`src/rtl/fetch_queue_unit.sv`:
```
// Prefetching fetch unit: requests aligned lines from the I-cache, buffers words in a
// circular queue and presents one variable-length instruction per cycle to decode.
module fetch_queue_unit #(
  parameter int FETCH_WORDS = 2,
  parameter int QUEUE_DEPTH = 8,
  parameter int PC_W        = 16,
  parameter int IMM_BIT     = 15
) (
  input  logic                     clk,
  input  logic                     a_rst,
  output logic                     fetch_req,
  output logic [PC_W-1:0]          fetch_addr,
  input  logic                     fetch_ack,
  input  logic [16*FETCH_WORDS-1:0] fetch_opc,
  input  logic                     hold,
  input  logic                     pc_w,
  input  logic [PC_W-1:0]          pc_alu,
  input  logic                     pc_inv,
  output logic [PC_W-1:0]          pc_out,
  output logic [15:0]              ir_out,
  output logic [15:0]              k16_out,
  output logic                     ir_len,
  output logic                     ir_valid
);

  localparam int QA = $clog2(QUEUE_DEPTH);
  localparam int CW = QA + 1;
  localparam int SW = $clog2(FETCH_WORDS);
  localparam int LB = SW + 1;

  function automatic logic [PC_W-1:0] line_base(input logic [PC_W-1:0] a);
    return {a[PC_W-1:LB], {LB{1'b0}}};
  endfunction

  function automatic logic [SW-1:0] word_skip(input logic [PC_W-1:0] a);
    return a[LB-1:1];
  endfunction

  logic [PC_W-1:0] pc_q;
  logic [PC_W-1:0] fptr_q;
  logic [SW-1:0]   skip_q;
  logic [QA-1:0]   head_q;
  logic [CW-1:0]   count_q;
  logic            run_q;
  logic [15:0]     mem [QUEUE_DEPTH];

  logic [15:0]     head_word;
  logic [15:0]     next_word;
  logic            is_long;
  logic            valid;
  logic            req;
  logic            accept;
  logic            consume;
  logic [CW-1:0]   space;
  logic [CW-1:0]   pop_n;
  logic [CW-1:0]   wr_n;
  logic [QA-1:0]   tail;
  logic            wr_en   [FETCH_WORDS];
  logic [QA-1:0]   wr_idx  [FETCH_WORDS];
  logic [15:0]     wr_word [FETCH_WORDS];

  assign head_word = mem[head_q];
  assign next_word = mem[head_q + QA'(1)];
  assign is_long   = head_word[IMM_BIT];

  // The immediate of a long instruction must already be queued before it is presented.
  assign valid = (count_q != '0) & (~is_long | (count_q >= CW'(2))) & ~pc_inv;

  assign space   = CW'(QUEUE_DEPTH) - count_q;
  assign req     = run_q & ~pc_inv & (space >= CW'(FETCH_WORDS));
  assign accept  = req & fetch_ack & ~pc_w;
  assign consume = valid & ~hold & ~pc_w;
  assign pop_n   = consume ? (is_long ? CW'(2) : CW'(1)) : '0;
  assign wr_n    = accept ? (CW'(FETCH_WORDS) - CW'(skip_q)) : '0;
  assign tail    = head_q + count_q[QA-1:0];

  // Line words before the skip point precede the target pc and are dropped.
  always_comb begin
    for (int i = 0; i < FETCH_WORDS; i++) begin
      wr_en[i]   = accept & (CW'(i) >= CW'(skip_q));
      wr_idx[i]  = tail + QA'(i) - QA'(skip_q);
      wr_word[i] = fetch_opc[16*(FETCH_WORDS-i)-1 -: 16];
    end
  end

  always_ff @(posedge clk or posedge a_rst) begin
    if (a_rst) begin
      pc_q    <= '0;
      fptr_q  <= '0;
      skip_q  <= '0;
      head_q  <= '0;
      count_q <= '0;
      run_q   <= 1'b0;
    end else begin
      run_q <= 1'b1;
      if (pc_w) begin
        pc_q    <= pc_alu;
        fptr_q  <= line_base(pc_alu);
        skip_q  <= word_skip(pc_alu);
        head_q  <= '0;
        count_q <= '0;
      end else if (pc_inv) begin
        fptr_q  <= line_base(pc_q);
        skip_q  <= word_skip(pc_q);
        head_q  <= '0;
        count_q <= '0;
      end else begin
        if (consume) begin
          head_q <= head_q + pop_n[QA-1:0];
          pc_q   <= pc_q + (is_long ? PC_W'(4) : PC_W'(2));
        end
        if (accept) begin
          skip_q <= '0;
          fptr_q <= fptr_q + PC_W'(2*FETCH_WORDS);
        end
        count_q <= count_q + wr_n - pop_n;
      end
    end
  end

  always_ff @(posedge clk) begin
    for (int i = 0; i < FETCH_WORDS; i++) begin
      if (wr_en[i]) mem[wr_idx[i]] <= wr_word[i];
    end
  end

  assign fetch_req  = req;
  assign fetch_addr = fptr_q;
  assign pc_out     = pc_q;
  assign ir_valid   = valid;
  assign ir_len     = valid & is_long;
  assign ir_out     = valid ? head_word : 16'h0000;
  assign k16_out    = (valid & is_long) ? next_word : 16'h0000;

endmodule

```
`config.mk`:
```
export PLATFORM = sky130hd
export DESIGN_NAME = fetch_queue_unit
export DESIGN_NICKNAME = d
export VERILOG_FILES = /design/src/rtl/fetch_queue_unit.sv
export SDC_FILE = /design/constraint.sdc
export NUM_CORES = 1
export LEC_CHECK = 0
export CORE_MARGIN = 4
export CORE_UTILIZATION = 56
export CTS_CLUSTER_DIAMETER = 40
export DETAILED_ROUTE_END_ITERATION = 10
export GPL_ROUTABILITY_DRIVEN = 0
export GPL_TIMING_DRIVEN = 1
export PLACE_DENSITY = 0.8
export RECOVER_POWER = 100
export SLEW_MARGIN = 20
export SYNTH_ARGS = -nofsm -noshare
export SYNTH_HDL_FRONTEND = slang
export SYNTH_SLANG_ARGS = --single-unit
```
`constraint.sdc`:
```
create_clock -name clk -period 12.28 [get_ports clk]
set_input_delay 2.456 -clock clk [delete_from_list [all_inputs] [get_ports clk]]
set_output_delay 2.456 -clock clk [all_outputs]
set_load 0.01 [all_outputs]
```
# Word-level counts from Yosys, hierarchy flattened
# Memory sizes are Yosys's and may differ from the RTL's.
# Cells that the tools add are included.
[op_classes] addsub=12 n_bitwise=15 n_lt_le_gt_ge=3 n_eq_ne=1 reduce_logical=5 muxes=24
[op_table] op="2-to-1 mux 16 bit" count=8
[op_table] op="adder 16 x 3 -> 16 bit" count=1
[op_table] op="adder 16 x 3 -> 16 bit, second input constant" count=1
[op_table] op="2-to-1 mux 3 bit" count=4
[op_table] op="2-to-1 mux 4 bit" count=3
[op_table] op="bitwise AND 1 bit" count=10
[op_table] op=">= comparator 4 x 2 -> 1 bit, second input constant" count=2
[op_table] op="2-to-1 mux 1 bit" count=7
[op_table] op="adder 3 x 1 -> 3 bit, second input constant" count=2
[op_table] op="nonzero test 3 bit" count=2
[op_table] op="subtractor 3 x 1 -> 3 bit" count=2
[op_table] op="adder 4 bit" count=1
[op_table] op="2-to-1 mux 2 bit" count=2
[op_table] op="NOT 1 bit" count=4
[op_table] op="nonzero test 4 bit" count=1
[op_table] op="subtractor 4 x 2 -> 4 bit" count=1
[op_table] op="subtractor 4 bit, first input constant" count=1
[op_table] op="adder 3 x 2 -> 3 bit" count=1
[op_table] op="adder 3 bit" count=1
[op_table] op="subtractor 2 x 1 -> 3 bit, first input constant" count=1
[op_table] op="inequality test 2 bit, second input constant" count=1
[op_table] op="AND reduction 2 bit" count=1
[op_table] op="nonzero test 2 bit" count=1
[op_table] op=">= comparator 1 bit, first input constant" count=1
[op_table] op="OR 1 bit" count=1
[word_totals] ram_bits=128 out_inout_bits=67 regBits=41 mem_count=1 in_bits=54
[mem_list] memory="mem" depth=8 word_bits=16 read_ports=2 rd_ports_with_merged_regs=0 wr=2 line_no="45" text="logic [15:0] mem [QUEUE_DEPTH];"

# Logic depth before layout (Yosys ltp)
# An unclocked memory read counts as a cell.
[depth] depth_word=12 ltp_mapped=14

# Worst setup path before layout
# No wires, ideal clock.
[synth_path] path_type="in2out" start="in pc_inv" end="out ir_out[15]" cell_stages=8 path_buffers=4 arrival_ns=3.783 slack_ns=6.041 path_cell_list="clkbuf_1 > a21oi_1 > o31ai_2 > or2_2 > buf_2 > buf_2 > inv_1 > buf_4"
[synth_between] elab_chain_cells=3
[synth_rtl] element="from (decl)" line_no="18" text="input logic pc_inv,"
[synth_rtl] element="NOT 1 bit" line_no="67" text="assign valid = (count_q != '0) & (~is_long | (count_q >= CW'(2))) & ~pc_inv;"
[synth_rtl] element="bitwise AND 1 bit" line_no="67"
[synth_rtl] element="2-to-1 mux 16 bit" line_no="132" text="assign ir_out = valid ? head_word : 16'h0000;"
[synth_rtl] element="to (decl)" line_no="20" text="output logic [15:0] ir_out,"
# Every way passes these cells.

# Worst setup path after layout
[layout_path] start="reg head_q[1]" end="out k16_out[5]"
[layout_between] elab_chain_cells=7
[layout_rtl] element="from (decl)" line_no="42" text="logic [QA-1:0] head_q;"
[layout_rtl] element="from (signal assigned)" line_no="109" text="head_q <= head_q + pop_n[QA-1:0];"
[layout_rtl] element="memory read (8 x 16 bit) (*)"
[layout_rtl] element="NOT 1 bit" line_no="67"
[layout_rtl] element="OR 1 bit" line_no="67"
[layout_rtl] element="bitwise AND 1 bit (2 in a row)" line_no="67"
[layout_rtl] element="bitwise AND 1 bit" line_no="133" text="assign k16_out = (valid & is_long) ? next_word : 16'h0000;"
[layout_rtl] element="2-to-1 mux 16 bit (*)" line_no="133"
[layout_rtl] element="to (decl)" line_no="21" text="output logic [15:0] k16_out,"
# Mark *: on every way between the ends. The rest lies on a longest branch, timed or not.

==> metrics.csv <==
stage,metric,value,unit
worst_setup_path,rrSetupSlack,6.76,ns
finish,multiInputGateArea,5240,um2
worst_setup_path,crit_required,9.82,ns
global_route,grt_pass1_wl,43400,um
min_path,hold_depth,1,
worst_setup_path,start_kind,register,
clocking,clk-insertion-delay-late,0.44,ns
min_path,holdCritPathClass,register to register,
logic_synthesis,syn_inst,802,
route,postRouteAntennaNets,0,
floorplanning,rows,49,
run,maxCapViolCount,7,
finish,design_area,12300,um2
logic_synthesis,avgSynthCellArea,13.1,um2
sta,setup_viol,0,
clocking,clkSinkCount,167,
clocking,root_buffer,clkbuf_16,
global_route,grt_start_max_net_pins,65,
clocking,post_cts_resized,0,
route,drt-total-wl,27700,um
sta,fin_crit_sh,0.717,
global_route,grt-ovfl-total,0,
floorplanning,die_x,145,um
finish,area_delta_synth_final,16.7,%
clocking,postCtsHoldBufs,0,
logic_synthesis,yosysSeqAreaShare,0.459,
floorplanning,coreArea,18200,um2
floorplanning,initial_core_util,0.577,
pwr,powerDensity,107,nW/um2
pwr,vdd_drop_max,0.0970,mV
logic_synthesis,ys_types,66,
route,vias,7542,
sta,relSlewSlack,-1.13,
logic_synthesis,synth-edff-count,128,
floorplanning,die-height,145,um
floorplanning,ioPinCount,121,
finish,num-nets-final,976,
clocking,path_clk_slew,0.07,ns
global_route,antenna_found_initial,0,
finish,drive_above_1_share,0.251,
route,post_drt_wl_per_cell,24.3,um
sta,worstMarginPinSlew,3.17,ns
finish,layout_commonest_cell,edfxtp_1,
finish,final-seq-area,4820,um2
worst_setup_path,endpoint_kind,output pin,
sta,timing.final.max_slew_violations,165,
placed_design,dpl_cell_area,11800,um2
sta,fmaxAchievable,0.114,GHz
finish,fill_cells,1316,
global_route,grt.total_usage,0.265,
logic_synthesis,synthFlopType,edfxtp_1,
route,dr.pass1.iters,5,
finish,layout_common_cells,"edfxtp_1 (128), mux2_2 (122), nand2_1 (67), dlygate4sd3_1 (64), mux4_2 (62)",
worst_setup_path,worstPathArrival,6.35,ns
sta,hold_viol_final,0,
logic_synthesis,yosys_warnings,0,
route,viasPerCell,6.60,
placed_design,dp_hpwl,17700,um
outcome,violations,"max-capacitance violations, max-slew violations",
worst_setup_path,reg2regPathDepth,8,
clocking,clk_path_buf_depth,2,
logic_synthesis,netlist_area,10500,um2
clocking,cts_made_buffers,17,
logic_synthesis,async_flop_share,0.234,
sta,clock_skew,0.0116,ns
worst_setup_path,worstSetupPathType,register to output pin,
outcome,outcome,"finished, violations left",
floorplanning,dieArea,21000,um2
clocking,cts_max_level,4,
global_route,first_global_vias,7762,
sta,tns,0,ns
clocking,cts_tree,built,
sta,rsz0062_at_grt,false,
logic_synthesis,ys_ff_latch,167,
placed_design,numPortBuffers,118,
pwr,cellLeakagePower,4.30,nW
sta,min_period,8.81,ns
clocking,cts_setup_buffers,0,
route,first_iter_violations,727,
route,drc,0,
worst_setup_path,crit_fanout,38,
==> final cells by class <==
class,count,share of cell area
clock inverter,13,0.00970
multi-input combinational,556,0.427
timing repair buffer,133,0.103
inverter,25,0.00766
clock buffer,18,0.0350
sequential,167,0.394
tap,229,0.0234
antenna,1,0.000204
==> path summary, 6_finish.rpt <==
check                                 startpoint                         to
setup / recovery           head_q[1]$_DFFE_PP0P_                 k16_out[5]
hold / removal             pc_out[0]$_DFFE_PP0P_      pc_out[0]$_DFFE_PP0P_
setup reg to reg           head_q[0]$_DFFE_PP0P_        mem[6][9]$_DFFE_PP_
hold reg to reg            pc_out[0]$_DFFE_PP0P_      pc_out[0]$_DFFE_PP0P_
max in group asynchronous                  a_rst      head_q[0]$_DFFE_PP0P_
min in group asynchronous                  a_rst  fetch_addr[9]$_DFFE_PP0P_
==> per-stage QoR <==
step                      utilization  hold slack [ns]  setup WS [ns]  instances  power [mW]
after floorplan                     -            0.551           6.04        803       0.746
after global placement          0.650            0.504           4.83       1109       0.823
after detailed placement        0.650            0.500           4.71       1109       0.828
after CTS                       0.680            0.518           4.70       1140        1.33
after global routing            0.673            0.542           3.30       1141        1.36
final                           0.673            0.506           3.47       1142        1.32
==> flip-flops by register name, indices dropped and copies added (netlist names) <==
| signal | flops |
|---|---|
| count_q | 4 |
| fetch_addr | 14 |
| head_q | 3 |
| mem | 128 |
| pc_out | 16 |
| run_q | 1 |
| skip_q | 1 |
==> report_power, final <==
group	switching (mW)	internal [mW]
Sequential	0.0201	0.626
Combinational	0.0829	0.0806
Clock	0.241	0.264
==> cell usage after synthesis (all sizes together) (5+ instances only) <==
master | instances | share of area
mux2 | 132 | 0.14
edfxtp | 128 | 0.37
nand2 | 67 | 0.024
mux4 | 62 | 0.13
nor2 | 40 | 0.015
dfrtp | 39 | 0.093
a21oi | 38 | 0.018
buf | 28 | 0.018
clkbuf | 27 | 0.0097
inv | 25 | 0.0089
mux2i | 20 | 0.019
o21ai | 18 | 0.0086
ha | 17 | 0.020
nand3 | 15 | 0.0083
a31oi | 11 | 0.0066
and2 | 11 | 0.0066
nand4 | 10 | 0.0074
o31ai | 10 | 0.0076
nor3 | 9 | 0.0043
and3 | 6 | 0.0036
a22oi | 5 | 0.0036
a2bb2oi | 5 | 0.0042
fa | 5 | 0.0095
nor2b | 5 | 0.0032
xnor2 | 5 | 0.0042
xor2 | 5 | 0.0042
==> layer usage <==
metal,vias up,part of all wire,track usage
li1,3324,-,-
met1,3755,0.38,0.323
met2,386,0.50,0.459
met3,77,0.077,0.0546
met4,0,0.039,0.120
met5,-,0,0
==> critical path, cell delays in order, from the launching register on <==
cell and delay [ns]:
dfrtp_2 0.34, buf_4 0.57, nor2b_1 0.13, a2bb2o_1 0.32, o31ai_1 2.45, or2_0 1.25
a21oi_1 0.14, dlygate4sd3_1 0.70
==> logic make-up (layout without fill, tap and decap cells) <==
family	count (synthesis)	in the layout	share of synthesized area
multiplexers	214	214	0.297
XOR/XNOR	11	11	0.0105
AO/OA/AOI/OAI	123	123	0.0788
buffers and inverters	80	189	0.0371
other	2	4	0.000715
AND/OR/NAND/NOR	183	183	0.0873
adder cells (fa/ha/maj)	22	22	0.0298
flip-flops	167	167	0.459
Power figures use the tool's default switching activity.
